===== src/rtl/fetch_stage.sv =====
// Instruction fetch stage.
// Owns the PC, keeps at most one read outstanding to instruction memory, and
// parks each returned word with its PC in a one-entry buffer that feeds the
// IF/ID register. A redirect from EX retargets the PC. If a read is already in
// flight when the redirect arrives, that read is squashed: the request is held
// until its response arrives, and the response is then discarded.
module fetch_stage #(
    parameter int unsigned      width  = 32,
    parameter logic [width-1:0] rst_pc = 32'h40000000
) (
    input  logic             clk,
    input  logic             rst,
    output logic             imem_read,
    output logic [width-1:0] imem_address,
    input  logic [width-1:0] imem_rdata,
    input  logic             imem_resp,
    input  logic             stall,
    input  logic             redirect,
    input  logic [width-1:0] redirect_pc,
    output logic             out_valid,
    output logic [width-1:0] out_pc,
    output logic [width-1:0] out_ir
);

    // WAIT: no read outstanding. FETCH: live read. SQUASH: read whose data is unwanted.
    typedef enum logic [1:0] {
        WAIT   = 2'd0,
        FETCH  = 2'd1,
        SQUASH = 2'd2
    } state_e;

    state_e           state_q,     state_d;
    logic [width-1:0] pc_q,        pc_d;
    logic [width-1:0] req_addr_q,  req_addr_d;
    logic             buf_valid_q, buf_valid_d;
    logic [width-1:0] buf_pc_q,    buf_pc_d;
    logic [width-1:0] buf_ir_q,    buf_ir_d;

    logic [width-1:0] redirect_tgt;
    logic             consume;

    // Targets are always word aligned; the low two bits of the EX target are dropped.
    assign redirect_tgt = {redirect_pc[width-1:2], 2'b00};
    assign consume      = buf_valid_q && !stall;

    assign imem_read    = (state_q == FETCH) || (state_q == SQUASH);
    assign imem_address = req_addr_q;
    assign out_valid    = buf_valid_q;
    assign out_pc       = buf_pc_q;
    assign out_ir       = buf_ir_q;

    // Next-state logic: request sequencing, PC update and buffer fill/drain.
    always_comb begin
        // NOTE: every _d starts from its _q value, so no path leaves one unassigned (no latch).
        state_d     = state_q;
        pc_d        = pc_q;
        req_addr_d  = req_addr_q;
        buf_valid_d = buf_valid_q;
        buf_pc_d    = buf_pc_q;
        buf_ir_d    = buf_ir_q;

        if (consume) begin
            buf_valid_d = 1'b0;
        end

        // A redirect outranks both stall and any returning data.
        if (redirect) begin
            buf_valid_d = 1'b0;
            pc_d        = redirect_tgt;
        end

        case (state_q)
            WAIT: begin
                // Stray response strobes are ignored here.
                if (redirect) begin
                    state_d    = FETCH;
                    req_addr_d = redirect_tgt;
                end else if (!buf_valid_q || consume) begin
                    state_d    = FETCH;
                    req_addr_d = pc_q;
                end
            end
            FETCH: begin
                if (imem_resp) begin
                    if (redirect) begin
                        // Data is stale. Start the redirected read immediately.
                        req_addr_d = redirect_tgt;
                    end else begin
                        // The buffer is always free here: FETCH is only entered once it has drained.
                        buf_valid_d = 1'b1;
                        buf_pc_d    = req_addr_q;
                        buf_ir_d    = imem_rdata;
                        pc_d        = req_addr_q + width'(4);
                        state_d     = WAIT;
                    end
                end else if (redirect) begin
                    // The address must stay stable until the memory responds.
                    state_d = SQUASH;
                end
            end
            SQUASH: begin
                // The dead read completes. Refetch from the newest PC (the last redirect wins).
                if (imem_resp) begin
                    state_d    = FETCH;
                    req_addr_d = redirect ? redirect_tgt : pc_q;
                end
            end
            default: state_d = WAIT;
        endcase
    end

    // State registers with synchronous, active-high reset.
    always_ff @(posedge clk) begin
        // NOTE: sequential state uses non-blocking assignments, so all flops update together at the edge.
        if (rst) begin
            state_q     <= WAIT;
            pc_q        <= rst_pc;
            req_addr_q  <= rst_pc;
            buf_valid_q <= 1'b0;
            buf_pc_q    <= '0;
            buf_ir_q    <= '0;
        end else begin
            state_q     <= state_d;
            pc_q        <= pc_d;
            req_addr_q  <= req_addr_d;
            buf_valid_q <= buf_valid_d;
            buf_pc_q    <= buf_pc_d;
            buf_ir_q    <= buf_ir_d;
        end
    end

endmodule


===== config.mk =====
export PLATFORM = sky130hd
export DESIGN_NAME = fetch_stage
export DESIGN_NICKNAME = d
export VERILOG_FILES = /design/src/rtl/fetch_stage.sv
export SDC_FILE = /design/constraint.sdc
export NUM_CORES = 1
export LEC_CHECK = 0
export ABC_AREA = 1
export ABC_CLOCK_PERIOD_IN_PS = 3300
export CELL_PAD_IN_SITES_DETAIL_PLACEMENT = 0
export CELL_PAD_IN_SITES_GLOBAL_PLACEMENT = 1
export CORE_ASPECT_RATIO = 0.75
export CORE_MARGIN = 2
export CORE_UTILIZATION = 27
export DETAILED_ROUTE_END_ITERATION = 16
export DONT_BUFFER_PORTS = 1
export PLACE_DENSITY_LB_ADDON = 0.1
export SLEW_MARGIN = 20
export SYNTH_ARGS = -nofsm -noshare
export SYNTH_HDL_FRONTEND = slang
export SYNTH_SLANG_ARGS = --single-unit

===== constraint.sdc =====
create_clock -name clk -period 3.3 [get_ports clk]
set_input_delay 0.33 -clock clk [delete_from_list [all_inputs] [get_ports clk]]
set_output_delay 0.33 -clock clk [all_outputs]
set_load 0.02 [all_outputs]

==> summary.txt, run 1 <==
STA
  – Fmax: 383 MHz
  – Setup TNS: 0 ps
  – Final Slew Violations: 0
  – Fin crit share: 79.2%
  – Final Setup Violations: 0
  – Worst Tran Pin Value: 850 ps
  – Hold slack: 18.5 ps
  – Skew final: 15.9 ps
  – Shortest period the worst path allows: 2610 ps
  – RSZ-0062 raised after global routing: no
  – Hold Fails Final Rpt: 0
  – Max_slew headroom: 43.3%

Cells and area
  – Diode count: 0
  – Commonest non-fill, non-tap cells in the layout: nand2_1, dfxtp_1, a21oi_1
  – Fill cells: 2439
  – Final #Nets: 923
  – Share of cells above drive strength 1: 8.12%
  – P&R area growth vs syn: 14.7%
  – Post-layout util: 31.6%
  – Most common cell after layout, fill and taps aside: nand2_1

Clock tree
  – CTS tree: done
  – CTS clk-pin slew, worst paths: 60 ps
  – Post-CTS Hold Buffers: 1
  – H-tree levels: 4
  – Root Driver: clkbuf_16
  – CTS resizes: 0
  – Clock insertion delay at the later pin of the skew report: 430 ps
  – Post-CTS setup buffer count: 0
  – CTS buffer count: 17
  – CTS max path bufs: 2
  – CTS Sinks: 131

Detailed routing
  – Vias/cell: 4.97
  – Drt total wl: 21.8 mm
  – Drt first pass iters: 5
  – Drt drc: 0
  – DRT antenna net count: 0
  – Starting DRT DRC Count: 279
  – Via count: 5746
  – Per-cell routed wire length: 18.9 µm

Setup path
  – Critical path, cell by cell: inv_1, ha_1, buf_4, nand2_1, nand3b_1, nor2_4, buf_4, o21ai_0, a31oi_1
  – CP Launch Point: state_q[1]$_SDFFE_PP0P_
  – Slowest CP cell: nor2_4
  – Arrival @ worst endpoint: 2950 ps
  – Worst path max stage delay: 540 ps
  – Crit path max fanout: 24
  – Worst setup path endpoint: imem_address[28]$_SDFFE_PP0P_
  – Most used cell along the critical path: buf_4
  – Startpoint Class: flop
  – Reg2Reg Setup Slack: 690 ps
  – RR Endpoint: imem_address[28]$_SDFFE_PP0P_
  – WP data required: 3640 ps
  – CP endpoint kind: flop
  – Kind of critical path: flop to flop
  – Worst r2r src: state_q[1]$_SDFFE_PP0P_
  – R2R depth: 9

Yosys
  – Post-synthesis mux area share: 0.165%
  – Post-synthesis adder-cell area fraction: 1.03%
  – Largest family of logic cells by synthesized area: simple AND/OR/NAND/NOR gates
  – Mean Syn Cell Area: 6.98 µm²
  – Syn_nets: 945
  – Synth Area in Compound Gates: 21.0%
  – Netlist cell types: 34
  – Post-synthesis sequential area ratio: 43.1%
  – Yosys reg bits: 131
  – XOR/XNOR share of the synthesized area: 0.144%
  – Synthesized area: 6080 µm²
  – Synthesis warning total: 0
  – Simple-Gate Fraction of Synth Area: 27.0%
  – Synthesized netlist cell count: 871

Outcome
  – Outcome: complete, no violations

Floorplanning
  – Die width: 177 µm
  – Initial core utilization: 27.5%
  – Core ar.: 22100 µm²
  – Num rows: 47
  – Ports: 167
  – Die height: 134 µm
  – DIE AREA: 23800 µm²

Global routing
  – Pin count of the biggest net entering global routing: 77
  – Global-route wire length before repair: 32.6 mm
  – Vias in the first global route: 5271
  – Total track usage: 18.3%
  – Antenna violations before repair: 0
  – Total gr overflow: 0

Power and ir drop
  – Final Power: 5.65 mW
  – Pwr Density: 810 nW/µm²
  – Peak supply drop: 0.303 mV
  – Cell leakage power: 2.62 nW

Placed design
  – Input/output buffers: 0
  – HPWL after detailed placement: 14.3 mm
  – Routability cong.: 0.765

Run
  – # Max-Cap Violations: 0

Worst hold path
  – Min-Delay Path Class: primary input to flop
## flip-flops by register name (all words and copies together), names as in the netlist
signal / flops
out_valid: 1
state_q: 2
out_pc: 32
out_ir: 32
pc_q: 32
imem_address: 32
## Yosys cell counts
| library cell | number | area [µm²] |
|---|---|---|
| nand2_1 | 237 | 890 |
| dfxtp_1 | 131 | 2620 |
| a21oi_1 | 107 | 536 |
| o21ai_0 | 81 | 405 |
| nor2_1 | 64 | 240 |
| inv_1 | 55 | 206 |
| nand3_1 | 40 | 200 |
| clkbuf_1 | 29 | 109 |
| a31oi_1 | 24 | 150 |
| buf_2 | 22 | 110 |
| o211ai_1 | 11 | 82.6 |
| nor3_1 | 8 | 40.0 |
| or2_2 | 7 | 43.8 |
| nand4_1 | 6 | 37.5 |
| ha_1 | 5 | 62.6 |
| o21a_1 | 5 | 37.5 |
| o21ai_1 | 5 | 25.0 |
| nand3b_1 | 4 | 30.0 |
| nor2_4 | 4 | 45.0 |
| buf_4 | 3 | 22.5 |
| nand2_2 | 3 | 18.8 |
| nor2_2 | 3 | 18.8 |
| buf_1 | 2 | 7.51 |
| inv_2 | 2 | 7.51 |
| nand3_2 | 2 | 20.0 |
| nor3_4 | 2 | 32.5 |
| o221ai_1 | 2 | 17.5 |
| a211oi_1 | 1 | 7.51 |
| and2_1 | 1 | 6.26 |
| mux2i_1 | 1 | 10.0 |
| nand3_4 | 1 | 17.5 |
| o21bai_1 | 1 | 7.51 |
| o22ai_1 | 1 | 6.26 |
| xnor2_1 | 1 | 8.76 |
## critical path, delay by kind of cell, from the launching register on
kind                       cells  cell delay [ps]
adders and majority gates      1              410
and+or+nand+nor                3              740
AOI/OAI and AO/OA              2              280
buffers and inverters          3              740
DFF                            1              360
## metrics by stage
| stage | area, µm² | setup slack [ps] | std cells |
|---|---|---|---|
| 6_report | 6980 | 688 | 1156 |
| 5_1_grt | 6980 | 464 | 1156 |
| 4_1_cts | 6980 | 666 | 1156 |
| 3_5_place_dp | 6340 | 677 | 1123 |
| 3_3_place_gp | 6340 | 752 | 1123 |
| 2_1_floorplan | 6080 | 1670 | 871 |
## cell type report
type / instances / area (µm²) / share of cell area, %
clock buffer: 20 / 457 / 6.54
clock inverter: 12 / 155 / 2.22
inverter: 57 / 214 / 3.07
multi-input combinational: 627 / 3000 / 43.1
sequential: 131 / 2620 / 37.6
tap: 294 / 368 / 5.27
timing repair buffer: 15 / 158 / 2.26
## how the worst min path moves through the flow
stage | startpoint | endpoint | slack, ps | depth (start not counted)
after floorplan | pc_q[21]$_SDFF_PP0_ | imem_address[21]$_SDFFE_PP0P_ | 450 | 2
after global placement | rst | out_ir[20]$_SDFFE_PP0P_ | 410 | 1
after detailed placement | rst | out_ir[20]$_SDFFE_PP0P_ | 410 | 1
after CTS | rst | pc_q[30]$_SDFF_PP1_ | 0.2 | 2
after global routing | rst | pc_q[30]$_SDFF_PP1_ | 8 | 2
final | rst | pc_q[30]$_SDFF_PP1_ | 20 | 2
## report_power, final
| part | switching, mW | leakage (nW) | internal, mW | total (mW) |
|---|---|---|---|---|
| Combinational | 0.832 | 1.25 | 0.381 | 1.21 |
| Clock | 0.761 | 0.296 | 1.23 | 1.99 |
| Sequential | 0.608 | 1.07 | 1.84 | 2.45 |
| Total | 2.20 | 2.62 | 3.45 | 5.65 |
## cells by family (layout without fill, tap and decap cells)
family          count (synthesis)  count (layout)
simple gates                  382             382
compound gates                238             238
flops                         131             131
buf+inv                       113             104
fa+ha+maj                       5               5
xor+xnor                        1               1
mux                             1               1
## layer usage
metal | part of all wire [%] | global-route usage [%] | vias to the layer above
met5 | 0 | 0 | -
met4 | 1.1 | 4.74 | 0
met3 | 7.7 | 5.92 | 18
met2 | 42 | 26.3 | 166
met1 | 49 | 26.2 | 2698
li1 | - | - | 2864
(Power assumes the default switching activity.)
==> inputs of run 2 (changes only) <==
- ABC_CLOCK_PERIOD_IN_PS: 3300 -> 2400
- clock period: 3.3 -> 2.4 ns (I/O delays scaled with it)
==> summary.txt, run 2 (synthesized netlist as in run 1, its figures left out) <==
Outcome
  – Outcome: complete, no violations

Detailed routing
  – Drt drc: 0 (unchanged)
  – Met2 Wirelength: 9.96 mm (+8.7%)
  – Drt total wl: 23.1 mm (+5.7%)
  – Top layer in use: met4
  – Starting DRT DRC Count: 484 (+73%)
  – Drt first pass iters: 5 (unchanged)
  – DRT antenna net count: 0 (unchanged)
  – Per-cell routed wire length: 18.7 µm (-0.97%)
  – Met1 WL: 11.2 mm (+4.2%)
  – Vias/cell: 4.96 (-0.14%)
  – Via count: 6125 (+6.6%)
  – Met3 wire length: 1.82 mm (+7.5%)

Cells and area
  – Fill cells: 2380 (-2.4%)
  – Final #Nets: 1001 (+8.5%)
  – Diode count: 0 (unchanged)
  – P&R area growth vs syn: 26.9%
  – Most common cell after layout, fill and taps aside: nand2_1
  – Commonest non-fill, non-tap cells in the layout: nand2_1, dfxtp_1, a21oi_1
  – Share of cells above drive strength 1: 9.79% (+1.7 points)

Power and ir drop
  – Sw frac: 39.2% (+0.21 points)
  – Switching power: 3.14 mW (+43%)
  – Flop pwr share: 37.3% (-6.0 points)
  – Comb pwr share: 29.6% (+8.1 points)
  – Internal: 4.88 mW (+41%)
  – Cell leakage power: 2.97 nW (+13%)
  – Peak supply drop: 0.430 mV (+42%)
  – Pwr Density: 1040 nW/µm² (+28%)
  – Clock share of power: 33.1% (-2.1 points)

Setup path
  – Startpoint Class: flop
  – Kind of critical path: flop to flop
  – Critical path, cell by cell: inv_1, ha_1, buf_12, nand2_1, nand3b_1, nor2_4, buf_12, inv_1, nand2_1, nand3_1
  – Crit path max fanout: 63 (+160%)
  – Slowest CP cell: dfxtp_1
  – CP endpoint kind: flop
  – Arrival @ worst endpoint: 2310 ps (-640 ps)
  – Worst path max stage delay: 380 ps (-160 ps)
  – WP data required: 2680 ps (-960 ps)

STA
  – Final Setup Violations: 0 (unchanged)
  – Shortest period the worst path allows: 2030 ps (-583 ps)
  – Worst Tran Pin Value: 710 ps (-140 ps)
  – Fin crit share: 84.6% (+5.4 points)
  – Final Slew Violations: 0 (unchanged)
  – Hold Fails Final Rpt: 0 (unchanged)
  – Max_slew headroom: 52.6% (+9.3 points)
  – Fmax: 493 MHz (+29%)
  – Skew final: 9.20 ps (-6.73 ps)
  – RSZ-0062 raised after global routing: no
  – Hold slack: 22.0 ps (+3.53 ps)
  – Setup TNS: 0 ps (unchanged)

Clock tree
  – Root Driver: clkbuf_16
  – CTS tree: done
  – Clock insertion delay at the later pin of the skew report: 420 ps (about the same)
  – H-tree levels: 4 (unchanged)
  – CTS resizes: 0 (unchanged)
  – CTS clk-pin slew, worst paths: 60 ps (about the same)
  – CTS max path bufs: 2 (unchanged)
  – CTS Sinks: 131 (unchanged)
  – CTS buffer count: 17 (unchanged)

Floorplanning
  – Num rows: 47 (unchanged)
  – Ports: 167 (unchanged)
  – Initial core utilization: 27.5% (unchanged)
  – Die height: 134 µm (unchanged)
  – Die width: 177 µm (unchanged)
  – DIE AREA: 23800 µm² (unchanged)
  – Core ar.: 22100 µm² (unchanged)

Placed design
  – HPWL after detailed placement: 14.8 mm (+3.1%)
  – Routability cong.: 0.754 (-1.5%)
  – Input/output buffers: 0 (unchanged)

Global routing
  – Antenna violations before repair: 0 (unchanged)
  – Pin count of the biggest net entering global routing: 77 (unchanged)
  – Total track usage: 19.7% (+1.4 points)
  – Total gr overflow: 0 (unchanged)
  – Vias in the first global route: 5830 (+11%)
  – Global-route wire length before repair: 35.3 mm (+8.2%)

Worst hold path
  – Min-Delay Path Class: primary input to flop

Run
  – # Max-Cap Violations: 0 (unchanged)
==> run 2: path summary, 6_finish.rpt <==
path              slack, ps                            end               startpoint  cells past startpoint
setup / recovery        370  imem_address[30]$_SDFFE_PP1P_  state_q[1]$_SDFFE_PP0P_                     10
setup reg to reg        370  imem_address[30]$_SDFFE_PP1P_  state_q[1]$_SDFFE_PP0P_                     10
hold reg to reg         480   imem_address[5]$_SDFFE_PP0P_       pc_q[5]$_SDFF_PP0_                      2
hold / removal           20            pc_q[13]$_SDFF_PP0_          redirect_pc[13]                      2
==> run 2: final cells by class <==
cell class	instances	area, µm²	share of cell area (%)
Tap cell	294	368	4.76
Clock buffer	19	443	5.74
Timing Repair Buffer	93	921	11.9
Multi-Input combinational cell	627	3000	38.9
Clock inverter	13	148	1.91
Inverter	57	214	2.77
Sequential cell	131	2620	34.0
==> run 2: stage by stage <==
step / instances / power [mW] / utilization [%] / cell area (µm²) / setup slack [ps]
2_1_floorplan: 871 / 4.39 / - / 6080 / 769
3_3_place_gp: 1145 / 5.28 / 29.6 / 6540 / 412
3_5_place_dp: 1145 / 5.32 / 29.6 / 6540 / 383
4_1_cts: 1233 / 8.10 / 34.9 / 7710 / 367
5_1_grt: 1234 / 8.51 / 34.9 / 7720 / 199
6_report: 1234 / 8.02 / 34.9 / 7720 / 371
==> run 2: worst max-delay path, delay by kind of cell (launching register included) <==
kind,cells,cell delay (ps)
flops,1,380
simple gates,5,490
buf+inv,4,720
fa+ha+maj,1,270
==> run 2: power groups by stage <==
| stage | sequential, mW | combinational [mW] | clock (mW) |
|---|---|---|---|
| 2_1_floorplan | 3.22 | 1.17 | 0 |
| 3_3_place_gp | 3.03 | 2.25 | 0 |
| 3_5_place_dp | 3.04 | 2.28 | 0 |
| 4_1_cts | 2.99 | 2.38 | 2.73 |
| 5_1_grt | 3.04 | 2.61 | 2.86 |
| 6_report | 2.99 | 2.38 | 2.66 |
==> run 2: layer usage <==
metal | track usage [%] | vias up
li1 | - | 3008
met1 | 28.1 | 2892
met2 | 29.3 | 214
met3 | 5.87 | 11
met4 | 3.96 | 0
met5 | 0 | -
==> run 2: what timing repair did <==
item	4_1_cts	5_1_grt
hold buffers	56	1
endpoints found under the hold margin	91	1
setup buffers	0	0
